[src/rtl/xc_malu_pkg.sv]
// Shared definitions for the MALU divider: FSM state encoding and the
// elaboration-time parameter legality check.
package xc_malu_pkg;

  typedef enum logic [1:0] {
    IDLE = 2'd0,
    RUN  = 2'd1,
    FIX  = 2'd2,
    DONE = 2'd3
  } div_state_e;

  // True when BITS_PER_CYCLE is 1, 2 or 4 and evenly divides XLEN (XLEN >= 8).
  function automatic bit bits_per_cycle_ok(input int xlen, input int bpc);
    return ((bpc == 1) || (bpc == 2) || (bpc == 4)) && (xlen >= 8) && ((xlen % bpc) == 0);
  endfunction

endpackage

[src/rtl/xc_malu_div_step.sv]
// One combinational restoring-division step: shift the next dividend bit into
// the partial remainder and subtract the divisor when it fits.
module xc_malu_div_step #(
  parameter int XLEN = 32
) (
  input  logic [XLEN:0]   rem,
  input  logic [XLEN-1:0] dq,
  input  logic [XLEN-1:0] divisor,
  output logic [XLEN:0]   rem_next,
  output logic [XLEN-1:0] dq_next,
  output logic            q_bit
);

  logic [XLEN+1:0] shifted;
  logic [XLEN:0]   diff;

  assign shifted  = {rem, dq[XLEN-1]};
  assign diff     = shifted[XLEN:0] - {1'b0, divisor};
  assign q_bit    = (shifted >= {2'b00, divisor});
  assign rem_next = q_bit ? diff : shifted[XLEN:0];
  // The vacated LSB is left clear; the caller merges q_bit into it.
  assign dq_next  = {dq[XLEN-2:0], 1'b0};

endmodule

[src/rtl/xc_malu_divider.sv]
// Iterative restoring divider for div/divu/rem/remu with internal sign
// correction and a valid/ready result handshake.
module xc_malu_divider
  import xc_malu_pkg::*;
#(
  parameter int XLEN           = 32,
  parameter int BITS_PER_CYCLE = 1
) (
  input  logic            clock,
  input  logic            resetn,
  input  logic            flush,
  input  logic            in_valid,
  output logic            in_ready,
  input  logic            op_signed,
  input  logic            op_rem,
  input  logic [XLEN-1:0] rs1,
  input  logic [XLEN-1:0] rs2,
  output logic            out_valid,
  input  logic            out_ready,
  output logic [XLEN-1:0] result,
  output logic            div_by_zero
);

  localparam int            ITERS     = XLEN / BITS_PER_CYCLE;
  localparam int            CW        = (ITERS > 1) ? $clog2(ITERS) : 1;
  localparam logic [CW-1:0] LAST_ITER = CW'(ITERS - 1);

  if (!bits_per_cycle_ok(XLEN, BITS_PER_CYCLE)) begin : g_bad_params
    $error("xc_malu_divider: illegal XLEN/BITS_PER_CYCLE combination");
  end

  div_state_e      state;
  logic [CW-1:0]   count;
  logic            op_rem_q, neg_q, neg_r;
  logic [XLEN-1:0] dq_q, divisor_q;
  logic [XLEN:0]   rem_q;
  logic            accept;
  logic [XLEN-1:0] rs1_mag, rs2_mag, q_fixed, r_fixed;

  assign in_ready  = (state == IDLE);
  assign out_valid = (state == DONE);
  assign accept    = in_valid && in_ready;

  // Two's-complement negation of MIN yields 2^(XLEN-1), which is the exact unsigned magnitude.
  assign rs1_mag = (op_signed && rs1[XLEN-1]) ? -rs1 : rs1;
  assign rs2_mag = (op_signed && rs2[XLEN-1]) ? -rs2 : rs2;

  logic [XLEN:0]             rem_chain [BITS_PER_CYCLE+1];
  logic [XLEN-1:0]           dq_chain  [BITS_PER_CYCLE+1];
  logic [XLEN-1:0]           dq_shift  [BITS_PER_CYCLE];
  logic [BITS_PER_CYCLE-1:0] q_bits;

  assign rem_chain[0] = rem_q;
  assign dq_chain[0]  = dq_q;

  for (genvar i = 0; i < BITS_PER_CYCLE; i++) begin : g_step
    xc_malu_div_step #(.XLEN(XLEN)) u_step (
      .rem      (rem_chain[i]),
      .dq       (dq_chain[i]),
      .divisor  (divisor_q),
      .rem_next (rem_chain[i+1]),
      .dq_next  (dq_shift[i]),
      .q_bit    (q_bits[i])
    );
    assign dq_chain[i+1] = dq_shift[i] | XLEN'(q_bits[i]);
  end

  assign q_fixed = neg_q ? -dq_q : dq_q;
  assign r_fixed = neg_r ? -rem_q[XLEN-1:0] : rem_q[XLEN-1:0];

  // NOTE: operand/working registers carry no reset; the FSM never consumes them before an accept loads them.
  always_ff @(posedge clock) begin
    if (accept) begin
      op_rem_q  <= op_rem;
      neg_q     <= op_signed && (rs1[XLEN-1] ^ rs2[XLEN-1]);
      neg_r     <= op_signed && rs1[XLEN-1];
      dq_q      <= rs1_mag;
      divisor_q <= rs2_mag;
      rem_q     <= '0;
    end else if (state == RUN) begin
      rem_q <= rem_chain[BITS_PER_CYCLE];
      dq_q  <= dq_chain[BITS_PER_CYCLE];
    end
  end

  // NOTE: sequential state uses non-blocking assignments so every register samples pre-edge values.
  always_ff @(posedge clock) begin
    if (!resetn || flush) begin
      state       <= IDLE;
      count       <= '0;
      result      <= '0;
      div_by_zero <= 1'b0;
    end else begin
      unique case (state)
        IDLE: begin
          if (accept) begin
            count <= '0;
            if (rs2 == '0) begin
              state       <= DONE;
              result      <= op_rem ? rs1 : '1;
              div_by_zero <= 1'b1;
            end else begin
              state       <= RUN;
              div_by_zero <= 1'b0;
            end
          end
        end
        RUN: begin
          if (count == LAST_ITER) state <= FIX;
          else                    count <= count + 1'b1;
        end
        FIX: begin
          result <= op_rem_q ? r_fixed : q_fixed;
          state  <= DONE;
        end
        DONE: begin
          if (out_ready) state <= IDLE;
        end
      endcase
    end
  end

endmodule
[config.mk]
export PLATFORM = sky130hd
export DESIGN_NAME = xc_malu_divider
export DESIGN_NICKNAME = d
export VERILOG_FILES = /design/src/rtl/xc_malu_pkg.sv /design/src/rtl/xc_malu_div_step.sv /design/src/rtl/xc_malu_divider.sv
export SDC_FILE = /design/constraint.sdc
export NUM_CORES = 1
export LEC_CHECK = 0
export BUFFER_PORTS_ARGS = -buffer_cell sky130_fd_sc_hd__buf_4
export CAP_MARGIN = 20
export CORE_MARGIN = 3
export CORE_UTILIZATION = 60
export DETAILED_ROUTE_END_ITERATION = 8
export HOLD_SLACK_MARGIN = 0.1
export PLACE_DENSITY = 0.81
export SLEW_MARGIN = 5
export SYNTH_ARGS = -nofsm -noshare
export SYNTH_HDL_FRONTEND = slang
export SYNTH_SLANG_ARGS = --single-unit
[constraint.sdc]
create_clock -name clock -period 6.2 [get_ports clock]
set_input_delay 0.31 -clock clock [delete_from_list [all_inputs] [get_ports clock]]
set_output_delay 0.31 -clock clock [all_outputs]
set_load 0.01 [all_outputs]
==> results.md <==
Power and ir drop:
- After layout, the design draws a total of roughly 3.1 mW.
- Sequential cells account for 38.2% of the total power.
- The total power density per cell area is 266 nW/um^2.
- Across the VDD grid, the largest voltage drop is 217 uV.
- The cell leakage power is 4.66 nW.
- Net switching is 33.8% of the power.
- The share of total power dissipated in combinational logic is a little under a third.
- The clock network is responsible for 31.7% of the overall power.
- The internal power is 2.07 mW.
- Summed over all nets, the switching power comes to 1.06 mW.

Timing:
- The setup violation total in the final timing report is 0.
- The maximum achievable frequency is 0.250 GHz.
- Of the available clock period, the critical path in the final layout requires 64.4%.
- Setup repair after global routing left no endpoint under its margin.
- The final hold violation count is 0.
- Measured against its own limit, the worst slew margin works out to 29.3%.
- The worst clock skew is 7.99 ps.
- At the pin with the least slew margin, the transition time is 1060 ps.
- The number of pins exceeding their max-slew limit in the final report is 0.
- The worst path needs 4000 ps of the cycle, external delays included.
- The aggregate negative setup slack is 0 ps.
- Across all hold checks on the routed design, the worst slack comes to 115 ps.

Floorplanning:
- about 110 I/O pins were placed.
- The core box area is 16600 sq um.
- The cell row count is 47.
- The floorplan die area is ~19000 sq um.
- The die extent in x is 137 microns.
- The initial core utilization is 61.6%.
- The floorplan step set the die height to 137 microns.

Clock tree:
- Hold repair after CTS inserted 0 buffers.
- For the worst-skew pair, the clock arrives at the later sink with an insertion delay of between 400 and 500 ps.
- The CTS root buffer is clkbuf_16.
- The clock drives 140 sinks.
- Clock-pin slew was measured on the worst setup and hold paths at 60 ps.
- The longest clock path from root to sink contains 2 buffers.
- The CTS tree is yes.
- The H-tree was split into 4 levels.
- The number of post-CTS setup repair buffers is 0.
- The number of buffers created by CTS is 17.
- After clock tree synthesis, the repair step resized 0 gates.

Drt:
- The routed layout has 9630 vias.
- In the routed layout, each cell is associated on average with a via count of 6.20.
- The number of remaining DRC errors is 0.
- In this run the remaining antenna-violating nets after routing total 0.
- The iteration-0 DRC count of the detailed router is around 1100.
- The aggregate routed wire length is 27200 microns.
- After detailed routing, the average wire length per cell comes to 17.5 microns.
- The first TritonRoute pass finished after 6 iterations.

Place:
- The total instance count after detailed placement is about 1500.
- The post-DP HPWL is 20100 microns.
- The global placer's final weighted congestion is 0.997.
- During placement, the flow inserted port buffers numbering 105.

Yosys:
- The post-synthesis instance total is 1250.
- The fraction of synthesis flops using an asynchronous set or reset pin is 0%.
- The synthesized design contains 67 enable-type register cells.
- Dividing the synthesized area by the synthesized cell count gives 8.20 sq um.
- The cell area after technology mapping is 10200 sq um.
- Counting flops and latches in the post-synthesis netlist gives 140.
- The number of nets in the synthesized netlist is 1364.
- Synthesis instantiated 67 different standard cells from the library.
- The yosys synthesis warning count is 0.
- The predominant post-synthesis flop cell is dfxtp_1.
- The sequential area share after synthesis is between 30% and 40%.

Global routing:
- The number of antenna violations at the first check in global routing was 0.
- For this run, the total global-route usage over all layers was measured as 28.9%.
- The global-route congestion overflow total is 0.
- The wire length of the first global-routing pass is 43200 microns.
- The via count of the first global-routing pass is 8562.
- Entering global routing, the biggest net connects ~90 pins.

Run status:
- The flow ran to the end, and the final reports show no timing, DRC or antenna violations.

Setup path:
- The standard cell with the maximum stage delay on the critical path is a2111o_1.
- The end point of the critical path is rem_q[17]$_SDFFE_PP0P_.
- The kind of launch point of the worst setup path is a register.
- The launching element of the worst setup path is dq_q[31]$_DFFE_PP_.
- The kind of critical path is reg2reg.
- The setup slack of the worst register-to-register path is 2200 ps.
- The stage delay of the slowest cell on the critical path is 590 ps.
- The end of the worst register-to-register path is rem_q[17]$_SDFFE_PP0P_.
- The critical register-to-register path startpoint is dq_q[31]$_DFFE_PP_.
- Walking the worst path, the cells encountered are inv_1 -> ha_1 -> inv_1 -> fa_1 -> a21o_1 -> a221oi_1 -> o21ai_1 -> a2111o_1 -> a211oi_4 -> buf_4 -> or2_2 -> o211ai_1.
- The largest fanout on the critical path is 53.
- The worst endpoint data arrival time is 4300 ps.
- For the worst setup path, the data required time is 6510 ps.
- The cell occurring most often along the worst timing path is inv_1.
- The worst setup path is captured at a register.
- The depth of the most critical reg-to-reg path is 12.

Layout:
- The area growth from synthesis to final layout is 14.4%.
- The fraction of final layout cells with drive strength greater than 1 is between 10% and 20%.
- The final net count is 1433.
- The final cell count without fillers is 1552.
- The filler cells instantiated in the layout total 1376.
- The share of the core filled with cells is a little over two thirds.
- The total inserted antenna cells is 0.

Worst hold path:
- The start point of the worst min-delay path is rs2[0].
- The worst min-delay path category is in2reg.

Job:
- The tool flagged a number of max-cap violations equal to 0.
[cell usage after synthesis, drive strengths merged, types with 10 or more instances]
cell	number	area, sq um
nand2	129	484
o21ai	128	641
a21oi	116	584
nor2	90	338
xnor2	82	718
dfxtp	73	1460
edfxtp	67	2010
inv	64	240
clkbuf	59	221
xor2	59	517
ha	42	526
o31ai	30	253
nor3	26	130
o211ai	19	143
or4	16	131
a211oi	15	118
and3	14	87.6
nor2b	14	87.6
o41ai	14	123
or3	14	92.6
nand4	13	81.3
a21o	11	82.6
mux2i	11	110
and2	10	62.6
nand2b	10	62.6
nand3	10	50.1
[through the flow]
stage,worst slack (ps),cell area [sq um]
global route,2000,11700
CTS,2280,11700
floorplan,2670,10200
global placement,2280,11200
detailed placement,2210,11200
finish,2200,11700
[critical path: cells and delay by family (launching register included)]
| family | cells | cell delay (ps) |
|---|---|---|
| DFF | 1 | 390 |
| AOI/OAI and AO/OA | 6 | 1960 |
| adders and majority gates | 2 | 570 |
| and+or+nand+nor | 1 | 290 |
| buffers and inverters | 3 | 650 |
[worst min path at each step]
stage	cells past startpoint	slack, ps	to
2_1_floorplan	0	410	divisor_q[0]$_DFFE_PP_
3_3_place_gp	2	440	result[3]$_SDFFE_PP0P_
3_5_place_dp	2	450	result[28]$_SDFFE_PP0P_
4_1_cts	1	110	divisor_q[0]$_DFFE_PP_
5_1_grt	1	110	divisor_q[0]$_DFFE_PP_
6_report	1	110	divisor_q[0]$_DFFE_PP_
[layer usage]
layer	track usage, %	share of wire, %
met5	0	0
met4	10.8	3.1
met3	5.11	8.2
met2	44.1	44
met1	40.9	45
[flip-flops by register name (all words and copies together), names as in the netlist]
signal       count
dq_q            32
op_rem_q         1
div_by_zero      1
neg_q            1
result          32
divisor_q       32
count            5
neg_r            1
state            2
rem_q           33
[placed cells by master, fill, tap and decap left out, drive strengths merged, types with 11 or more instances in the layout]
cell type / n
a211oi: 15
a21o: 11
a21oi: 116
and3: 14
buf: 117
clkbuf: 24
dfxtp: 73
edfxtp: 67
ha: 42
inv: 64
mux2i: 11
nand2: 129
nand4: 13
nor2: 90
nor2b: 14
nor3: 26
o211ai: 19
o21ai: 128
o31ai: 30
o41ai: 14
or3: 14
or4: 16
xnor2: 82
xor2: 59
[power by group through the flow]
stage,clock [mW],combinational [mW],sequential (mW)
2_1_floorplan,0,0.705,1.17
3_3_place_gp,0,0.904,1.20
3_5_place_dp,0,0.917,1.21
4_1_cts,0.991,0.926,1.19
5_1_grt,1.04,1.04,1.21
6_report,0.989,0.940,1.19
[cell type report]
type | instances | area, sq um | share of cell area [%]
Multi-Input combinational cell | 979 | 6290 | 53.6
Sequential cell | 140 | 3470 | 29.6
Timing Repair Buffer | 117 | 878 | 7.49
Clock buffer | 24 | 503 | 4.29
Tap cell | 220 | 275 | 2.35
Inverter | 64 | 240 | 2.05
Clock inverter | 8 | 63.8 | 0.544
[logic make-up after synthesis]
| kind of cell | Yosys count | synth area share (%) |
|---|---|---|
| AOI/OAI and AO/OA | 412 | 25.2 |
| and+or+nand+nor | 371 | 17.5 |
| xor gates and xnor gates | 141 | 12.1 |
| DFF | 140 | 33.9 |
| buffers and inverters | 131 | 4.86 |
| adders and majority gates | 43 | 5.32 |
| muxes | 12 | 1.18 |
Note: power is estimated with default switching activity, not from simulation.
